==> src/rtl/legv8_pkg.sv <==
// Shared constants and types for the LEGv8 boot/debug controller.
package legv8_pkg;

    localparam int PC_W_DEF    = 8;
    localparam int INSTR_W_DEF = 16;
    localparam int BYTE_W      = 8;
    localparam int RUN_CNT_W   = 16;

    typedef enum logic [2:0] {
        ST_IDLE    = 3'd0,
        ST_LOAD_HI = 3'd1,
        ST_LOAD_LO = 3'd2,
        ST_WRITE   = 3'd3,
        ST_RELEASE = 3'd4,
        ST_HALT    = 3'd5,
        ST_RUN     = 3'd6,
        ST_STEP    = 3'd7
    } boot_state_e;

    // Saturating increment for the enabled-cycle counter.
    function automatic logic [RUN_CNT_W-1:0] sat_inc(input logic [RUN_CNT_W-1:0] v);
        return (v == {RUN_CNT_W{1'b1}}) ? v : v + RUN_CNT_W'(1);
    endfunction

endpackage

==> src/rtl/core_boot_ctrl.sv <==
// Boot loader and run/halt/step debug controller for a small core.
// Loads big-endian byte pairs into instruction memory, then releases the
// core and gates its clock enable under host control with a PC breakpoint.
module core_boot_ctrl
    import legv8_pkg::*;
#(
    parameter int IMEM_AW = 4,
    parameter int INSTR_W = INSTR_W_DEF,
    parameter int PC_W    = PC_W_DEF
) (
    input  logic                 clk,
    input  logic                 rst,
    input  logic                 load_start,
    input  logic [IMEM_AW-1:0]   load_len,
    input  logic                 in_valid,
    input  logic [BYTE_W-1:0]    in_data,
    output logic                 in_ready,
    output logic                 imem_we,
    output logic [IMEM_AW-1:0]   imem_waddr,
    output logic [INSTR_W-1:0]   imem_wdata,
    input  logic                 run_req,
    input  logic                 halt_req,
    input  logic                 step_req,
    input  logic                 bp_en,
    input  logic [PC_W-1:0]      bp_addr,
    input  logic [PC_W-1:0]      core_pc,
    output logic                 core_rst,
    output logic                 core_clk_en,
    output logic                 loaded,
    output logic                 bp_hit,
    output logic [RUN_CNT_W-1:0] run_cycles
);

    localparam logic [IMEM_AW-1:0] ADDR_ONE = IMEM_AW'(1);

    boot_state_e            state, state_nxt;
    logic [IMEM_AW-1:0]     len_q;
    logic [IMEM_AW-1:0]     waddr_q;
    logic [INSTR_W-1:0]     wdata_q;
    logic                   run_first_q;
    logic                   bp_hit_q;
    logic [RUN_CNT_W-1:0]   run_cnt_q;

    logic byte_hs;
    logic last_word;
    logic start_load;
    logic bp_stop;
    logic core_req_ok;

    // len 0 wraps to all-ones here, which is exactly the 2^AW-word case.
    assign last_word  = (waddr_q == (len_q - ADDR_ONE));
    assign byte_hs    = in_valid && in_ready;
    // load_start is only honoured from IDLE or HALT, where it has top priority.
    assign start_load = load_start && ((state == ST_IDLE) || (state == ST_HALT));
    // Breakpoint is masked on the first RUN cycle so a resume from the
    // breakpoint PC can execute that instruction.
    assign bp_stop    = (state == ST_RUN) && bp_en && (core_pc == bp_addr) && !run_first_q;
    // A step or run request accepted out of HALT (load_start outranks both).
    assign core_req_ok = (state == ST_HALT) && !load_start && (step_req || run_req);

    // State register.
    always_ff @(posedge clk or posedge rst) begin
        if (rst) state <= ST_IDLE;
        else     state <= state_nxt;
    end

    // Next-state logic.
    always_comb begin
        state_nxt = state;
        case (state)
            ST_IDLE:    if (load_start) state_nxt = ST_LOAD_HI;
            ST_LOAD_HI: if (byte_hs)    state_nxt = ST_LOAD_LO;
            ST_LOAD_LO: if (byte_hs)    state_nxt = ST_WRITE;
            ST_WRITE:   state_nxt = last_word ? ST_RELEASE : ST_LOAD_HI;
            ST_RELEASE: state_nxt = ST_HALT;
            ST_HALT: begin
                if (load_start)    state_nxt = ST_LOAD_HI;
                else if (step_req) state_nxt = ST_STEP;
                else if (run_req)  state_nxt = ST_RUN;
            end
            ST_RUN:     if (bp_stop || halt_req) state_nxt = ST_HALT;
            ST_STEP:    state_nxt = ST_HALT;
            default:    state_nxt = ST_IDLE;
        endcase
    end

    // Output decode from state plus the breakpoint comparator.
    always_comb begin
        core_rst    = 1'b1;
        core_clk_en = 1'b0;
        in_ready    = 1'b0;
        imem_we     = 1'b0;
        loaded      = 1'b0;
        case (state)
            ST_LOAD_HI, ST_LOAD_LO: in_ready = 1'b1;
            ST_WRITE:               imem_we  = 1'b1;
            ST_HALT: begin
                core_rst = 1'b0;
                loaded   = 1'b1;
            end
            ST_RUN: begin
                core_rst    = 1'b0;
                loaded      = 1'b1;
                core_clk_en = !bp_stop;
            end
            ST_STEP: begin
                core_rst    = 1'b0;
                loaded      = 1'b1;
                core_clk_en = 1'b1;
            end
            default: ;
        endcase
    end

    // Load datapath: word address, latched length and assembled instruction.
    always_ff @(posedge clk or posedge rst) begin
        if (rst) begin
            len_q   <= '0;
            waddr_q <= '0;
            wdata_q <= '0;
        end else if (start_load) begin
            len_q   <= load_len;
            waddr_q <= '0;
        end else begin
            case (state)
                ST_LOAD_HI: if (byte_hs) wdata_q[INSTR_W-1 -: BYTE_W] <= in_data;
                ST_LOAD_LO: if (byte_hs) wdata_q[BYTE_W-1:0]          <= in_data;
                ST_WRITE:   if (!last_word) waddr_q <= waddr_q + ADDR_ONE;
                default: ;
            endcase
        end
    end

    // Remember whether the previous cycle was already RUN (breakpoint mask).
    always_ff @(posedge clk or posedge rst) begin
        if (rst) run_first_q <= 1'b1;
        else     run_first_q <= (state != ST_RUN);
    end

    // Sticky breakpoint flag, cleared on release or on the next accepted request.
    always_ff @(posedge clk or posedge rst) begin
        if (rst)                                    bp_hit_q <= 1'b0;
        else if ((state == ST_RELEASE) || core_req_ok) bp_hit_q <= 1'b0;
        else if (bp_stop)                           bp_hit_q <= 1'b1;
    end

    // Enabled core cycles since the last program release, saturating.
    always_ff @(posedge clk or posedge rst) begin
        if (rst)                    run_cnt_q <= '0;
        else if (state == ST_RELEASE) run_cnt_q <= '0;
        else if (core_clk_en)       run_cnt_q <= sat_inc(run_cnt_q);
    end

    assign imem_waddr = waddr_q;
    assign imem_wdata = wdata_q;
    assign bp_hit     = bp_hit_q;
    assign run_cycles = run_cnt_q;

endmodule

==> config.mk <==
export PLATFORM = sky130hd
export DESIGN_NAME = core_boot_ctrl
export DESIGN_NICKNAME = d
export VERILOG_FILES = /design/src/rtl/legv8_pkg.sv /design/src/rtl/core_boot_ctrl.sv
export SDC_FILE = /design/constraint.sdc
export NUM_CORES = 1
export LEC_CHECK = 0
export BUFFER_PORTS_ARGS = -buffer_cell sky130_fd_sc_hd__buf_2
export CELL_PAD_IN_SITES_DETAIL_PLACEMENT = 1
export CELL_PAD_IN_SITES_GLOBAL_PLACEMENT = 1
export CORE_MARGIN = 2
export CORE_UTILIZATION = 35
export DETAILED_ROUTE_END_ITERATION = 12
export PLACE_DENSITY_LB_ADDON = 0.1
export SKIP_CTS_REPAIR_TIMING = 1
export SYNTH_ARGS = -nofsm -noshare
export SYNTH_HDL_FRONTEND = slang
export SYNTH_SLANG_ARGS = --single-unit
==> constraint.sdc <==
create_clock -name clk -period 1.8 [get_ports clk]
set_clock_uncertainty 0.1 [all_clocks]
set_input_delay 0.09 -clock clk [delete_from_list [all_inputs] [get_ports clk]]
set_output_delay 0.09 -clock clk [all_outputs]
set_load 0.02 [all_outputs]
==> results_dict.tcl <==
set metrics [dict create \
    area_delta_synth_final_pct 53.8 \
    worstHoldStart "step_req" \
    min_path_cells 4 \
    clkLatencyLatePin_ns 0.30 \
    routed-via-count 2398 \
    coreArea_um2 6870 \
    clock_sink_total 45 \
    fin_tns_setup_ns 0 \
    slew_headroom_pct 67.4 \
    syn_nets 281 \
    ctsRootBufferMaster "sky130_fd_sc_hd__clkbuf_8" \
    synthesis.area_per_instance_um2 10.4 \
    place.gp.congestion 0.793 \
    synth_sequential_area_ratio_pct 44.8 \
    floorplan.die.height_um 88.8 \
    synth.lib_cells_used.distinct 47 \
    final-max-slew-violation-count 0 \
    fmaxAchievable_mhz 560 \
    port_buffers 77 \
    syn_area_um2 2520 \
    hold_path_class "in2reg" \
    post-place-ws_ns -0.0411 \
    die-area_um2 7890 \
    instances_no_fill 478 \
    ios 78 \
    dieWidth_um 88.8 \
    grt_first_pass_wirelength_um 11200 \
    power_density_nw_per_um2 1680 \
    p_leak_nw 1.82 \
    largest_net_degree_at_the_start_of_global_routing 46 \
    tritoncts "done" \
    syn_inst 242 \
    report.final.setup_viol 0 \
    ys_dominant_reg_cell "sky130_fd_sc_hd__dfrtp_1" \
    worstReg2RegStart "state[0]" \
    async_reset_ff_share_pct 100 \
    timing.final.ws_setup_ns 0.0151 \
    synth-edff-count 0 \
    antenna_left 0 \
    initial_antenna_violation_count 0 \
    num_rows 30 \
    worstSetupStartpoint "state[0]" \
    detail_route.first_pass.iterations 4 \
    globalRouteOverflowTotal 0 \
    cts-root-to-sink-buffers 2 \
    route.detailed.wl_per_inst_um 16.2 \
    starting_density_of_the_core_pct 36.7 \
    drt-initial-drc-count 62 \
    cts.clk_slew.worst_paths_ns 0.10 \
    r2r_setup_slack_ns 0.03 \
    critPathArrivalTime_ns 1.59 \
    worst_hold_slack_ns 0.0821 \
    r2r.worst_path.cells 5 \
    antenna_cells 0 \
    mostFrequentLayoutCell "sky130_fd_sc_hd__buf_2" \
    global_route_usage_over_all_layers_pct 18.3 \
    crit_path_end_kind "primary output" \
    postSynthRegisterBits 45 \
    routed_wl_um 7750 \
    required_ns 1.61 \
    grt_pass1_vias 2395 \
    post-route-period-util_pct 99.2 \
    detailedPlacementHpwl_um 5140 \
    final_nets 420 \
    share_of_layout_cells_above_drive_strength_1_pct 52.4 \
    reg2reg_to "state[0]" \
    synth_warnings 0 \
    cts_buffers 5 \
    worstHoldEndpoint "state[0]" \
    cap_violations 0 \
    worstSetupPathType "reg2out" \
    hold_viol 0 \
    start_kind "flop" \
    cts-htree-levels 2 \
    status "finished clean" \
    post-route-drc-count 0 \
    layout_common_cells "76 x sky130_fd_sc_hd__buf_2, 44 x sky130_fd_sc_hd__buf_4, 37 x sky130_fd_sc_hd__dfrtp_1, 21 x sky130_fd_sc_hd__nand2_1, 20 x sky130_fd_sc_hd__nor2_1" \
    design_power_total_mw 6.51 \
    dp.cells 449 \
    detail_route.vias_per_cell 5.02 \
    worst_pin_slew_ns 0.486 \
    worst_ir_drop_vdd_mv 0.759 \
    final.min_clock_period_ns 1.78 \
    top_fanout_value_on_the_critical_path 6 \
    rsz0062_at_grt "true" \
]
==> kinds of logic (layout without fill, tap and decap cells) <==
logic type      Yosys count  in the layout  synth area share [%]
compound gates           41             41                  11.8
flops                    45             45                  44.8
mux                      27             27                  11.7
fa+ha+maj                 3              3                  1.49
xor+xnor                 15             15                  5.76
buf+inv                  17            157                  2.83
simple gates             94             94                  21.7
==> state kept, by name, summed over array words and instances (netlist names) <==
| register | cells |
|---|---|
| imem_wdata | 16 |
| run_cycles | 16 |
| imem_waddr | 4 |
| len_q | 4 |
| state | 3 |
| bp_hit | 1 |
| run_first_q | 1 |
==> cell usage after synthesis, types with 2 or more instances <==
master | count | area share (%)
sky130_fd_sc_hd__a21oi_1 | 13 | 2.6
sky130_fd_sc_hd__a31o_1 | 2 | 0.70
sky130_fd_sc_hd__a31oi_1 | 3 | 0.75
sky130_fd_sc_hd__a41o_1 | 3 | 1.2
sky130_fd_sc_hd__and3_1 | 10 | 2.5
sky130_fd_sc_hd__buf_2 | 3 | 0.60
sky130_fd_sc_hd__clkbuf_1 | 3 | 0.45
sky130_fd_sc_hd__dfrtp_1 | 44 | 44
sky130_fd_sc_hd__ha_1 | 3 | 1.5
sky130_fd_sc_hd__inv_1 | 10 | 1.5
sky130_fd_sc_hd__mux2_2 | 19 | 8.5
sky130_fd_sc_hd__mux2i_1 | 8 | 3.2
sky130_fd_sc_hd__nand2_1 | 24 | 3.6
sky130_fd_sc_hd__nand2b_1 | 3 | 0.75
sky130_fd_sc_hd__nand3_1 | 10 | 2.0
sky130_fd_sc_hd__nand4_1 | 4 | 0.99
sky130_fd_sc_hd__nand4_2 | 2 | 0.99
sky130_fd_sc_hd__nor2_1 | 22 | 3.3
sky130_fd_sc_hd__nor3_1 | 2 | 0.40
sky130_fd_sc_hd__nor4_1 | 3 | 0.75
sky130_fd_sc_hd__nor4_4 | 3 | 2.5
sky130_fd_sc_hd__o21ai_0 | 6 | 1.2
sky130_fd_sc_hd__o31ai_1 | 4 | 1.2
sky130_fd_sc_hd__or3_1 | 3 | 0.75
sky130_fd_sc_hd__xnor2_1 | 3 | 1.0
sky130_fd_sc_hd__xor2_1 | 11 | 3.8
==> worst max-delay path by stage <==
stage	slack [ns]	endpoint
2_1_floorplan	-0.04	run_cycles[15]
3_3_place_gp	0.02	run_cycles[15]
3_5_place_dp	-0.04	imem_waddr[1]
4_1_cts	-0.11	core_clk_en
5_1_grt	-0.13	imem_waddr[1]
6_report	0.02	core_clk_en
==> power by group <==
group	internal (mW)	total [mW]	switching (mW)
logic	1.75	3.84	2.08
registers	1.49	1.86	0.370
clock network	0.424	0.816	0.392
==> through the flow <==
stage                     cell area, um2  utilization [%]
after detailed placement            3350             48.8
after global placement              3350             48.8
after floorplan                     2540                -
final                               3870             56.4
after global routing                3870             56.4
after CTS                           3470             50.5
==> layer usage <==
metal | part of all wire, % | up-vias | GRT usage [%]
met3 | 5.1 | 7 | 4.76
met4 | 0.70 | 0 | 3.72
met5 | 0 | - | 0
li1 | - | 1161 | -
met2 | 52 | 63 | 31.5
met1 | 42 | 1167 | 23.1
==> layout make-up <==
cell class              count  area [um2]
clock inverters             3        47.5
multi-input cells         180        1510
well taps                  96         120
fillers                   791        3000
repair buffers            139         948
inverters                  10        37.5
clock buffers               5        68.8
flip-flops and latches     45        1140
==> worst max-delay path: stages (launching register included) <==
cell,delay [ns]
sky130_fd_sc_hd__dfrtp_1,0.39
sky130_fd_sc_hd__nand3b_4,0.19
sky130_fd_sc_hd__nor4_4,0.24
sky130_fd_sc_hd__a31oi_4,0.17
sky130_fd_sc_hd__buf_12,0.18
sky130_fd_sc_hd__buf_6,0.12
Power figures use the tool's default switching activity.
